[src/rtl/bram_stream_reader_if.sv]
// Command, BRAM read-port and output-stream signals of the BRAM stream reader.
// The slave modport is the reader's view; the master modport is its environment.
// N_ADDR and DATA_WIDTH must match the reader instance they connect to.
interface bram_stream_reader_if #(
  parameter int N_ADDR     = 256,
  parameter int DATA_WIDTH = 16
);
  localparam int AW = $clog2(N_ADDR);

  // Command side
  logic                  start;
  logic [AW-1:0]         base_addr;
  logic [AW:0]           len;
  logic                  busy;
  logic                  done;

  // BRAM read port
  logic                  ren;
  logic [AW-1:0]         radd;
  logic [DATA_WIDTH-1:0] rdata;

  // Output stream
  logic [DATA_WIDTH-1:0] m_data;
  logic                  m_valid;
  logic                  m_ready;

  modport slave (
    input  start, base_addr, len, rdata, m_ready,
    output busy, done, ren, radd, m_data, m_valid
  );

  modport master (
    output start, base_addr, len, rdata, m_ready,
    input  busy, done, ren, radd, m_data, m_valid
  );
endinterface

[src/rtl/bram_stream_reader.sv]
// Purpose: reads a contiguous, wrapping BRAM address range and streams the words out.
// Latency: start sampled at E0 -> ren in cycle 1 -> first m_valid in cycle 3.
// Backpressure: reads are credit-limited so the 4-entry FIFO can never overflow.
module bram_stream_reader #(
  parameter int N_ADDR     = 256,
  parameter int DATA_WIDTH = 16
) (
  input  logic                clk,
  input  logic                rst_n,
  bram_stream_reader_if.slave bus
);
  localparam int AW         = $clog2(N_ADDR);
  localparam int FIFO_DEPTH = 4;

  typedef enum logic [1:0] {
    ST_IDLE,
    ST_READ,
    ST_DRAIN
  } state_e;

  state_e                state_q, state_d;
  logic [AW-1:0]         addr_q;
  logic [AW:0]           issue_cnt_q;
  logic [AW:0]           accept_cnt_q;
  logic                  pend_q;
  logic                  done_q, done_d;
  logic [DATA_WIDTH-1:0] fifo_mem_q [FIFO_DEPTH];
  logic [1:0]            wr_ptr_q, rd_ptr_q;
  logic [2:0]            fifo_cnt_q;

  logic                  load;
  logic                  ren;
  logic                  push;
  logic                  pop;
  logic                  fifo_vld;
  logic [2:0]            occupancy;
  logic                  credit_ok;

  // A read issued now lands in the FIFO two edges later; counting the word
  // sitting in the capture stage as occupied keeps the FIFO at <= 4 entries.
  assign occupancy = fifo_cnt_q + {2'b00, pend_q};
  assign credit_ok = (occupancy < 3'(FIFO_DEPTH));
  assign fifo_vld  = (fifo_cnt_q != 3'd0);
  assign push      = pend_q;
  assign pop       = fifo_vld & bus.m_ready;

  // FSM state register
  always_ff @(posedge clk or negedge rst_n) begin
    if (!rst_n) begin
      state_q <= ST_IDLE;
      done_q  <= 1'b0;
    end else begin
      state_q <= state_d;
      done_q  <= done_d;
    end
  end

  // FSM next-state, read issue and command acceptance
  always_comb begin
    state_d = state_q;
    done_d  = 1'b0;
    load    = 1'b0;
    ren     = 1'b0;
    unique case (state_q)
      ST_IDLE: begin
        if (bus.start) begin
          if (bus.len != '0) begin
            load    = 1'b1;
            state_d = ST_READ;
          end else begin
            done_d = 1'b1;
          end
        end
      end
      ST_READ: begin
        ren = credit_ok;
        if (credit_ok && (issue_cnt_q == (AW+1)'(1))) begin
          state_d = ST_DRAIN;
        end
      end
      ST_DRAIN: begin
        if (pop && (accept_cnt_q == (AW+1)'(1))) begin
          state_d = ST_IDLE;
          done_d  = 1'b1;
        end
      end
      default: state_d = ST_IDLE;
    endcase
  end

  // Address, issue/accept counters and the capture-stage pending flag
  always_ff @(posedge clk or negedge rst_n) begin
    if (!rst_n) begin
      addr_q       <= '0;
      issue_cnt_q  <= '0;
      accept_cnt_q <= '0;
      pend_q       <= 1'b0;
    end else begin
      pend_q <= ren;
      if (load) begin
        addr_q       <= bus.base_addr;
        issue_cnt_q  <= bus.len;
        accept_cnt_q <= bus.len;
      end else begin
        if (ren) begin
          addr_q      <= addr_q + AW'(1);
          issue_cnt_q <= issue_cnt_q - (AW+1)'(1);
        end
        if (pop) begin
          accept_cnt_q <= accept_cnt_q - (AW+1)'(1);
        end
      end
    end
  end

  // Output FIFO: rdata captured on the pending cycle, head popped on handshake
  always_ff @(posedge clk or negedge rst_n) begin
    if (!rst_n) begin
      for (int i = 0; i < FIFO_DEPTH; i++) begin
        fifo_mem_q[i] <= '0;
      end
      wr_ptr_q   <= '0;
      rd_ptr_q   <= '0;
      fifo_cnt_q <= '0;
    end else begin
      if (push) begin
        fifo_mem_q[wr_ptr_q] <= bus.rdata;
        wr_ptr_q             <= wr_ptr_q + 2'd1;
      end
      if (pop) begin
        rd_ptr_q <= rd_ptr_q + 2'd1;
      end
      fifo_cnt_q <= fifo_cnt_q + 3'(push) - 3'(pop);
    end
  end

  assign bus.ren     = ren;
  assign bus.radd    = addr_q;
  assign bus.busy    = (state_q != ST_IDLE);
  assign bus.done    = done_q;
  assign bus.m_valid = fifo_vld;
  assign bus.m_data  = fifo_mem_q[rd_ptr_q];

endmodule

[src/flat_wrapper.sv]
// flat-port wrapper written by rule: the top's interface ports become plain ports
module bram_stream_reader_flat 
#(
  parameter int N_ADDR     = 256,
  parameter int DATA_WIDTH = 16
)
  (clk, rst_n, bus_start, bus_base_addr, bus_len, bus_rdata, bus_m_ready, bus_busy, bus_done, bus_ren, bus_radd, bus_m_data, bus_m_valid);
  bram_stream_reader_if #(.N_ADDR(N_ADDR), .DATA_WIDTH(DATA_WIDTH)) bus_i ();
  input  logic clk;
  input  logic rst_n;
  input wire logic [$bits(bus_i.start)-1:0] bus_start;
  input wire logic [$bits(bus_i.base_addr)-1:0] bus_base_addr;
  input wire logic [$bits(bus_i.len)-1:0] bus_len;
  input wire logic [$bits(bus_i.rdata)-1:0] bus_rdata;
  input wire logic [$bits(bus_i.m_ready)-1:0] bus_m_ready;
  output wire logic [$bits(bus_i.busy)-1:0] bus_busy;
  output wire logic [$bits(bus_i.done)-1:0] bus_done;
  output wire logic [$bits(bus_i.ren)-1:0] bus_ren;
  output wire logic [$bits(bus_i.radd)-1:0] bus_radd;
  output wire logic [$bits(bus_i.m_data)-1:0] bus_m_data;
  output wire logic [$bits(bus_i.m_valid)-1:0] bus_m_valid;
  assign bus_i.start = bus_start;
  assign bus_i.base_addr = bus_base_addr;
  assign bus_i.len = bus_len;
  assign bus_i.rdata = bus_rdata;
  assign bus_i.m_ready = bus_m_ready;
  assign bus_busy = bus_i.busy;
  assign bus_done = bus_i.done;
  assign bus_ren = bus_i.ren;
  assign bus_radd = bus_i.radd;
  assign bus_m_data = bus_i.m_data;
  assign bus_m_valid = bus_i.m_valid;
  bram_stream_reader #(.N_ADDR(N_ADDR), .DATA_WIDTH(DATA_WIDTH)) u_core (.clk(clk), .rst_n(rst_n), .bus(bus_i));
endmodule
[config.mk]
export PLATFORM = sky130hd
export DESIGN_NAME = bram_stream_reader_flat
export DESIGN_NICKNAME = d
export VERILOG_FILES = /design/src/rtl/bram_stream_reader_if.sv /design/src/rtl/bram_stream_reader.sv /design/src/flat_wrapper.sv
export SDC_FILE = /design/constraint.sdc
export NUM_CORES = 1
export LEC_CHECK = 0
export ABC_AREA = 1
export BUFFER_PORTS_ARGS = -buffer_cell sky130_fd_sc_hd__buf_2
export CORE_MARGIN = 1
export CORE_UTILIZATION = 60
export CTS_BUF_LIST = sky130_fd_sc_hd__clkbuf_2 sky130_fd_sc_hd__clkbuf_4 sky130_fd_sc_hd__clkbuf_8
export CTS_CLUSTER_DIAMETER = 50
export CTS_CLUSTER_SIZE = 20
export DETAILED_ROUTE_END_ITERATION = 6
export PLACE_DENSITY = 0.82
export SLEW_MARGIN = 20
export SYNTH_ARGS = -nofsm -noshare
export SYNTH_HDL_FRONTEND = slang
export SYNTH_SLANG_ARGS = --single-unit
[constraint.sdc]
create_clock -name clk -period 2.8 [get_ports clk]
set_clock_uncertainty 0.15 [all_clocks]
set_input_delay 0.14 -clock clk [delete_from_list [all_inputs] [get_ports clk]]
set_output_delay 0.14 -clock clk [all_outputs]
set_load 0.02 [all_outputs]
; Yosys cells after proc, flatten, opt, wreduce, memory -nomap -nowiden
; Index checks and enable logic that the tools add are counted.
[word_totals]
regBits = 101
out_inout_bits = 28
[classes]
add_sub_neg = 7
order_cmp = 4
eq_ne = 8
muxes = 25
n_bitwise = 3
n_reduce_logical = 10
[ops]
columns = cell, count
row1 = 64-bit bitwise mux, 1
row2 = 16-bit 2-to-1 mux, 3
row3 = 9-bit 2-to-1 mux, 4
row4 = 16-bit binary-select mux with 2-bit select, 1
row5 = 16-bit demux with 2-bit select, 1
row6 = 9-bit by 1-bit == test with 1-bit output (second input constant), 2
row7 = 9-bit by 1-bit subtractor with 9-bit output (second input constant), 2
row8 = 8-bit 2-to-1 mux, 2
row9 = 9-bit nonzero test, 1
row10 = 8-bit by 1-bit adder with 8-bit output (second input constant), 1
row11 = 2-bit 2-to-1 mux, 4
row12 = 1-bit 2-to-1 mux, 7
row13 = 3-bit greater-or-equal comparator (second input constant), 2
row14 = 2-bit by 1-bit != test with 1-bit output (second input constant), 3
row15 = 2-bit NOT with 3-bit output, 2
row16 = 2-bit case mux with 3 select lines, 1
row17 = 2-bit nonzero test, 3
row18 = 2-bit by 1-bit adder with 2-bit output (second input constant), 2
row19 = 4-bit AND reduction, 1
row20 = 3-bit by 1-bit adder with 3-bit output, 1
row21 = 1-bit logical AND, 3
row22 = 3-bit by 1-bit < comparator with 1-bit output (second input constant), 1
row23 = 3-bit < comparator (second input constant), 1
row24 = 3-bit nonzero test, 1
row25 = 7 further kinds, 7

; Longest topological paths before layout
; Gate-level depths: netlist of run 1.
[logic_depth]
depth_word = 6
ltp_mapped = 9

; Worst setup path before layout of run 1
; Ideal clock, no wire load.
[synth_path]
path_kind = register -> register
start = register u_core.fifo_cnt_q[1]
end = register u_core.fifo_cnt_q[2]
setup_ns = 0.125
t_arrival_ns = 1.549
required_time_ns = 2.525
slack_ns = 0.976
path_stages_with_launch = 9
path_buffers = 1
cell_sequence = dfrtp_1 nor2_1 nand2_1 nand2_2 inv_1 buf_2 ha_1 ha_1 xnor2_1
[synth_via]
elab_chain_len = 3
word_cells_on_any_way = 4
cone_classes = add/sub (2) / bitwise (1) / reduce/logical (1)
[synth_rtl]
columns = item, line_no
row1 = start: declaration, bram_stream_reader.sv:29  ; logic [2:0] fifo_cnt_q;
row2 = start signal: assignment, bram_stream_reader.sv:133  ; fifo_cnt_q <= fifo_cnt_q + 3'(push) - 3'(pop);
row3 = 3-bit nonzero test, bram_stream_reader.sv:43  ; assign fifo_vld = (fifo_cnt_q != 3'd0);
row4 = via bus_m_valid, flat_wrapper.sv:21  ; output wire logic [$bits(bus_i.m_valid)-1:0] bus_m_valid;
row5 = 1-bit AND, bram_stream_reader.sv:45  ; assign pop = fifo_vld & bus.m_ready;
row6 = via u_core.pop, bram_stream_reader.sv:34  ; logic pop;
row7 = 3-bit by 1-bit subtractor with 3-bit output, bram_stream_reader.sv:133
; The timed path passes the listed nets, and every way through them passes these cells.
; A chain may end at the register's enable or synchronous reset.

; Final worst setup path of run 1
[layout_path]
start = register u_core.pend_q
end = output port bus_ren
[layout_via]
elab_chain_len = 3
[layout_rtl]
columns = item, line_no
row1 = start: declaration, bram_stream_reader.sv:25  ; logic pend_q;
row2 = start signal: assignment, bram_stream_reader.sv:99  ; pend_q <= ren;
row3 = 3-bit by 1-bit adder with 3-bit output, bram_stream_reader.sv:41  ; assign occupancy = fifo_cnt_q + {2'b00, pend_q};
row4 = 3-bit < comparator, bram_stream_reader.sv:42  ; assign credit_ok = (occupancy < 3'(FIFO_DEPTH));
row5 = 1-bit 2-to-1 mux, bram_stream_reader.sv:64  ; unique case (state_q)
row6 = end: declaration, flat_wrapper.sv:18  ; output wire logic [$bits(bus_i.ren)-1:0] bus_ren;
; Every way passes these cells.

==> impl_results.md, run 1 <==
* Insertion delay of the later-clocked pin in the worst-skew pair at 0.36 ns
* Filler Cell Count at 584
* Seq/Total Area, Yosys at 0.507
* Post-synthesis register bit count at 101
* Worst-case register-to-register setup slack at 0.42 ns
* Most common cell after layout, fill and taps aside: nand2_1
* Critical Path Max Stage Delay at 0.47 ns
* Commonest cells after routing, fill and taps aside: 133 x nand2_1, 103 x o21ai_0, 101 x dfrtp_1
* Unrepaired setup endpoints after global routing: no
* Cells after synthesis at 606
* GRT Overall Usage at 0.280
* Starting density of the core at 0.632
* Number of nets in the synthesized netlist at 656
* Buffer cell driving the clock tree root: clkbuf_8
* Top achievable clock speed at 381 MHz
* Number of global-route vias before repair at 4301
* Count of input and output buffers at 64
* Summed negative setup slack over all endpoints at 0 ns
* Worst hold path type: in2reg
* Launching point of the worst reg2reg path: u_core.pend_q
* Cell with the biggest individual delay on the critical path: dfrtp_1
* # setup viols final at 0
* Boundary Pins at 65
* Fin. Hold Viols at 0
* Final weighted congestion in routability-driven placement at 0.778
* Tightest Pin Transition at 0.968 ns
* GRT overflow at 0
* Post-route antenna net violation count at 0
* Length in cells of the worst reg-to-reg path at 7
* Number of stages on the worst hold path at 5
* Status: finished clean
* Final period utilization at 0.937
* Worst Path Class, Setup: reg2out
* PnR worst setup slack at 0.175 ns
* Number of buffers added for setup after CTS at 0
* Startpoint types: flip-flop
* Detail-routed net length per standard cell at 14.3 um
* Die area at 8670 um^2
* Total clock sinks at 101
* Number of search-and-repair iterations in the first detailed-routing pass at 5
* Die H at 93.1 um
* Core area at 7890 um^2
* Worst setup path startpoint: u_core.pend_q
* Proportion of layout cells with a drive suffix above 1 at 0.144
* Drt via density at 5.47
* Horizontal die dimension at 93.1 um
* Element type at the critical path end: output port
* Fin. max-slew vios at 0
* Total clock buffers created by CTS at 9
* Data arrival time of the worst path at 2.33 ns
* Logic depth of the worst path, buffers included at 6
* Per-instance average area after synthesis at 8.22 um^2
* DRC Markers at 0
* Drt first-iter violations at 269
* Number of H-tree levels at 3
* Register clock-pin slew on the reported worst setup and hold paths at 0.09 ns
* Wire length of the first global-routing pass at 19100 um
* CTS tree: yes
* Largest net degree at the start of global routing at 55
* Routed WL at 11500 um
* Placement Setup Slack at 0.557 ns
* Worst VDD drop at 0.773 mV
* Timing endpoint of the critical path: bus_ren
* Longest Clk Path Bufs at 2
* Reported max-cap violation count at 0
* CP Max Fanout at 19
* Critical Path, Cell by Cell: ha_1 -> ha_1 -> xnor2_2 -> nand2_2 -> clkinv_2 -> buf_2
* Leakage power at 0.00302 uW
* Number of library cell types mapped by synthesis at 29
* Pwr per Cell Area at 1200 nW/um^2
* Post-layout net count at 744
* Endpoint required time on the critical path at 2.51 ns
* Post-detail-place hpwl at 7270 um
* Total standard cell area after synthesis at 4980 um^2
* End of the worst register-to-register path: u_core.issue_cnt_q[6]
* Crit path max-delay family: buffers and inverters
* Crit path buffers/inverters at 2
* Area delta synth->final at 19.7%
* FP Rows at 32
* Worst slew margin at 0.353
* Number of antenna violations at the first check in global routing at 0
* Yosys warns at 0
* Via count at 4383
* Most numerous cell on the critical path: ha_1
* Minimum clock period after layout at 2.62 ns
* Number of diodes added for antenna fixing at 0
-- Yosys cell counts, drive strengths merged --
cell | n | area (um^2)
a21boi | 1 | 7.51
a21oi | 2 | 10.0
buf | 8 | 55.1
clkbuf | 20 | 75.1
dfrtp | 101 | 2530
ha | 13 | 163
inv | 52 | 198
nand2 | 138 | 531
nand3 | 62 | 323
nand3b | 4 | 30.0
nand4 | 3 | 18.8
nor2 | 59 | 224
nor3 | 1 | 5.00
o21ai | 105 | 533
o22ai | 16 | 100
or2 | 3 | 18.8
xnor2 | 5 | 51.3
xor2 | 13 | 114
-- report_power, final --
part           total, uW  switching (uW)  internal (uW)  leakage, uW
Combinational       3330            2110           1220      0.00167
Sequential          2690             499           2190      0.00123
Clock               1120             485            631     0.000127
Total               7140            3100           4040      0.00302
-- logic make-up (layout without fill, tap and decap cells) --
kind of cell,count (synthesis),after routing,synth area share
adder cells (fa/ha/maj),13,13,0.0326
XOR/XNOR,18,18,0.0331
AND/OR/NAND/NOR,270,270,0.231
AO/OA/AOI/OAI,124,124,0.131
flip-flops,101,101,0.507
buffers and inverters,80,173,0.0658
-- worst min path at each step --
stage | from | endpoint | slack, ns
2_1_floorplan | rst_n | u_core.accept_cnt_q[0] | -0.31
3_3_place_gp | rst_n | u_core.fifo_mem_q[1] | 0.07
3_5_place_dp | rst_n | u_core.fifo_mem_q[1] | 0.07
4_1_cts | bus_base_addr[7] | u_core.bus.radd[7] | 0.05
5_1_grt | bus_base_addr[7] | u_core.bus.radd[7] | 0.07
6_report | bus_base_addr[7] | u_core.bus.radd[7] | 0.07
-- metal layers --
| layer | track usage | share of wire | wire, um | vias up |
|---|---|---|---|---|
| met1 | 0.335 | 0.42 | 4830 | 2081 |
| met2 | 0.502 | 0.51 | 5900 | 129 |
| met4 | 0.0974 | 0.021 | 241 | 0 |
| met5 | 0 | 0 | 0 | - |
| li1 | - | - | - | 2152 |
| met3 | 0.0545 | 0.045 | 520 | 21 |
-- layout make-up --
type	instances	area, um^2	area share
repair buffers	105	728	0.122
clock inverters	5	108	0.0180
multi-input cells	425	2130	0.357
inverters	52	199	0.0334
clock buffers	11	145	0.0243
well taps	102	128	0.0214
flip-flops and latches	101	2530	0.424
-- flip-flops by register name, summed over array words and instances (netlist names) --
register,count
u_core.rd_ptr_q,2
u_core.fifo_mem_q,64
u_core.accept_cnt_q,9
u_core.wr_ptr_q,2
u_core.pend_q,1
u_core.bus.done,1
u_core.state_q,2
u_core.fifo_cnt_q,3
u_core.issue_cnt_q,9
u_core.bus.radd,8
-- worst register-to-register path, delay by kind of cell, from the launching register on --
family                     cells  cell delay (ns)
xor gates and xnor gates       1             0.18
and+or+nand+nor                1             0.32
buffers and inverters          1             0.32
AOI/OAI and AO/OA              2             0.38
DFF                            1             0.47
adders and majority gates      2             0.45
-- what timing repair did --
action                     CTS  global route
hold buffers                34             0
hold endpoints to repair   142             0
gates resized for setup      0             1
setup endpoints to repair    0             1
-- through the flow --
step / util / area [um^2] / hold slack, ns / power (uW) / std cells
3_5_place_dp: 0.681 / 5370 / 0.0740 / 5980 / 751
4_1_cts: 0.756 / 5960 / 0.0498 / 7160 / 801
3_3_place_gp: 0.681 / 5370 / 0.0673 / 5790 / 751
2_1_floorplan: - / 4980 / -0.306 / 5060 / 606
6_report: 0.756 / 5960 / 0.0686 / 7140 / 801
5_1_grt: 0.756 / 5960 / 0.0736 / 7740 / 801
Note: power is estimated with default switching activity, not from simulation.
==> run 2: changes to the inputs <==
- CORE_MARGIN: 1 -> 4
==> impl_results.md, run 2 (synthesis results as in run 1) <==
* # setup viols final at 0 (unchanged)
* Top achievable clock speed at 381 MHz (about the same)
* GRT Overall Usage at 0.248 (-0.0315)
* Die area at 9830 um^2 (+13%)
* Part of the total power dissipated in combinational logic at 0.469 (+0.003)
* Total clock sinks at 101 (unchanged)
* Worst VDD drop at 0.544 mV (-30%)
* Final period utilization at 0.938 (about the same)
* Status: finished clean
* Buffer cell driving the clock tree root: clkbuf_8
* Leakage power at 0.00302 uW (about the same)
* Leading registers by flop count: u_core.fifo_mem_q: 64 flops, u_core.accept_cnt_q: 9 flops, u_core.issue_cnt_q: 9 flops
* Most common cell after layout, fill and taps aside: nand2_1
* DRC Markers at 0 (unchanged)
* FP Rows at 32 (unchanged)
* Core area at 7890 um^2 (unchanged)
* Summed negative setup slack over all endpoints at 0 ns (unchanged)
* Detail-routed net length per standard cell at 14.7 um (+2.2%)
* Pwr per Cell Area at 1200 nW/um^2 (+0.22%)
* Data arrival time of the worst path at 2.34 ns (about the same)
* Longest Clk Path Bufs at 2 (unchanged)
* Post-layout net count at 744 (unchanged)
* Launching point of the worst reg2reg path: u_core.pend_q
* Register with the most flip-flops: u_core.fifo_mem_q
* Starting density of the core at 0.632 (unchanged)
* Element type at the critical path end: output port
* Post-Layout Inst Area at 5950 um^2 (-0.15%)
* Endpoint required time on the critical path at 2.51 ns (about the same)
* Largest net degree at the start of global routing at 61 (+11%)
* Wire length of the first global-routing pass at 19800 um (+4.0%)
* Area delta synth->final at 19.5%
* GRT overflow at 0 (unchanged)
* Reported max-cap violation count at 0 (unchanged)
* Final weighted congestion in routability-driven placement at 0.864 (+11%)
* Flip-flop count of the largest register after layout at 64 (unchanged)
* Routed WL at 11700 um (+2.2%)
* Post-detail-place hpwl at 7370 um (+1.4%)
* Sw Ratio at 0.439 (+0.00454)
* Part of the power in the clock network at 0.154 (-0.002)
* Number of global-route vias before repair at 4356 (+1.3%)
* Post-route antenna net violation count at 0 (unchanged)
* Unrepaired setup endpoints after global routing: no
* Length in cells of the worst reg-to-reg path at 7 (unchanged)
* Power share of the sequential group at 0.377 (about the same)
* Proportion of layout cells with a drive suffix above 1 at 0.144 (unchanged)
* Fin. Hold Viols at 0 (unchanged)
* Hold EP: u_core.bus.radd[7]
* Fin. max-slew vios at 0 (unchanged)
* Commonest cells after routing, fill and taps aside: 133 x nand2_1, 103 x o21ai_0, 101 x dfrtp_1
* Start point of the worst min-delay path: bus_base_addr[7]
* Worst slew margin at 0.365 (+0.0118)
* Via count at 4417 (+0.78%)
* Number of buffers added for setup after CTS at 0 (unchanged)
* Footprint of the flip-flops and latches at 2530 um^2 (unchanged)
* Number of stages on the worst hold path at 5 (unchanged)
* Sw Pwr at 3130 uW (+1.1%)
* Worst Path Class, Setup: reg2out
* Number of diodes added for antenna fixing at 0 (unchanged)
* Drt via density at 5.51 (+0.78%)
* Die H at 99.1 um (+6.4%)
* Multi-input logic area at 2130 um^2 (unchanged)
* Filler Cell Count at 574 (-1.7%)
* CTS tree: yes
* Number of H-tree levels at 3 (unchanged)
* Number of search-and-repair iterations in the first detailed-routing pass at 5 (unchanged)
* P_int at 4010 uW (-0.73%)
* Worst hold path type: in2reg
* Drt first-iter violations at 258 (-4.1%)
* Minimum clock period after layout at 2.63 ns (+0.00108 ns)
* Tightest Pin Transition at 0.950 ns (-0.0176 ns)
* Dpl cell area at 5370 um^2 (unchanged)
* Insertion delay of the later-clocked pin in the worst-skew pair at 0.37 ns (about the same)
* CP Max Fanout at 19 (unchanged)
* Horizontal die dimension at 99.1 um (+6.4%)
* End of the worst register-to-register path: u_core.issue_cnt_q[3]
* Number of antenna violations at the first check in global routing at 0 (unchanged)
* Count of input and output buffers at 64 (unchanged)
* Startpoint types: flip-flop
* Worst-case register-to-register setup slack at 0.61 ns (+0.19 ns)
* Total clock buffers created by CTS at 9 (unchanged)
* Boundary Pins at 65 (unchanged)
* Register clock-pin slew on the reported worst setup and hold paths at 0.10 ns (about the same)
==> run 2: through the flow <==
stage               cells  total power (uW)  setup slack (ns)   util  hold slack (ns)
global placement      751              5800             0.647  0.681          0.00571
global route          801              7750            0.0321  0.755           0.0678
finish                801              7140             0.174  0.755           0.0122
floorplan             606              5060             0.976      -           -0.306
CTS                   801              7160             0.147  0.755          0.00267
detailed placement    751              5980             0.577  0.681           0.0168
==> run 2: worst max-delay path by stage <==
stage / end / from / cells after the start / slack, ns
6_report: bus_ren / u_core.pend_q / 6 / 0.17
5_1_grt: bus_ren / u_core.pend_q / 6 / 0.03
4_1_cts: bus_ren / u_core.pend_q / 6 / 0.15
3_5_place_dp: bus_ren / u_core.pend_q / 6 / 0.58
3_3_place_gp: bus_ren / u_core.pend_q / 6 / 0.65
2_1_floorplan: u_core.fifo_cnt_q[2] / u_core.fifo_cnt_q[1] / 8 / 0.98
==> run 2: area by class of cell <==
cell class / instances / area share
Tap cell: 102 / 0.0214
Timing Repair Buffer: 105 / 0.122
Inverter: 52 / 0.0332
Multi-Input combinational cell: 425 / 0.357
Clock inverter: 7 / 0.0204
Clock buffer: 9 / 0.0208
Sequential cell: 101 / 0.424
==> run 2: per-layer routing <==
| layer | wire length (um) | vias up | share of wire | track usage |
|---|---|---|---|---|
| li1 | - | 2153 | - | - |
| met1 | 4820 | 2077 | 0.41 | 0.314 |
| met2 | 5890 | 160 | 0.50 | 0.421 |
| met3 | 741 | 27 | 0.063 | 0.0491 |
| met4 | 284 | 0 | 0.024 | 0.0998 |
| met5 | 0 | - | 0 | 0 |
==> run 2: what timing repair did <==
| action | 4_1_cts | 5_1_grt |
|---|---|---|
| hold buffers | 34 | 0 |
| resized for setup | 0 | 0 |
| hold endpoints to repair | 131 | 0 |
==> run 2: worst max-delay path: stages (launching register included) <==
cell and delay (ns):
dfrtp_1 0.47, ha_1 0.22, ha_1 0.21, xnor2_2 0.24, nand2_2 0.30, inv_2 0.32, buf_2 0.22
==> run 2: power by group through the flow <==
stage               Combinational, uW  Sequential [uW]  Clock, uW
floorplan                        2410             2650          0
global placement                 3150             2650          0
detailed placement               3290             2700          0
CTS                              3360             2670       1120
global route                     3770             2790       1190
finish                           3350             2690       1100
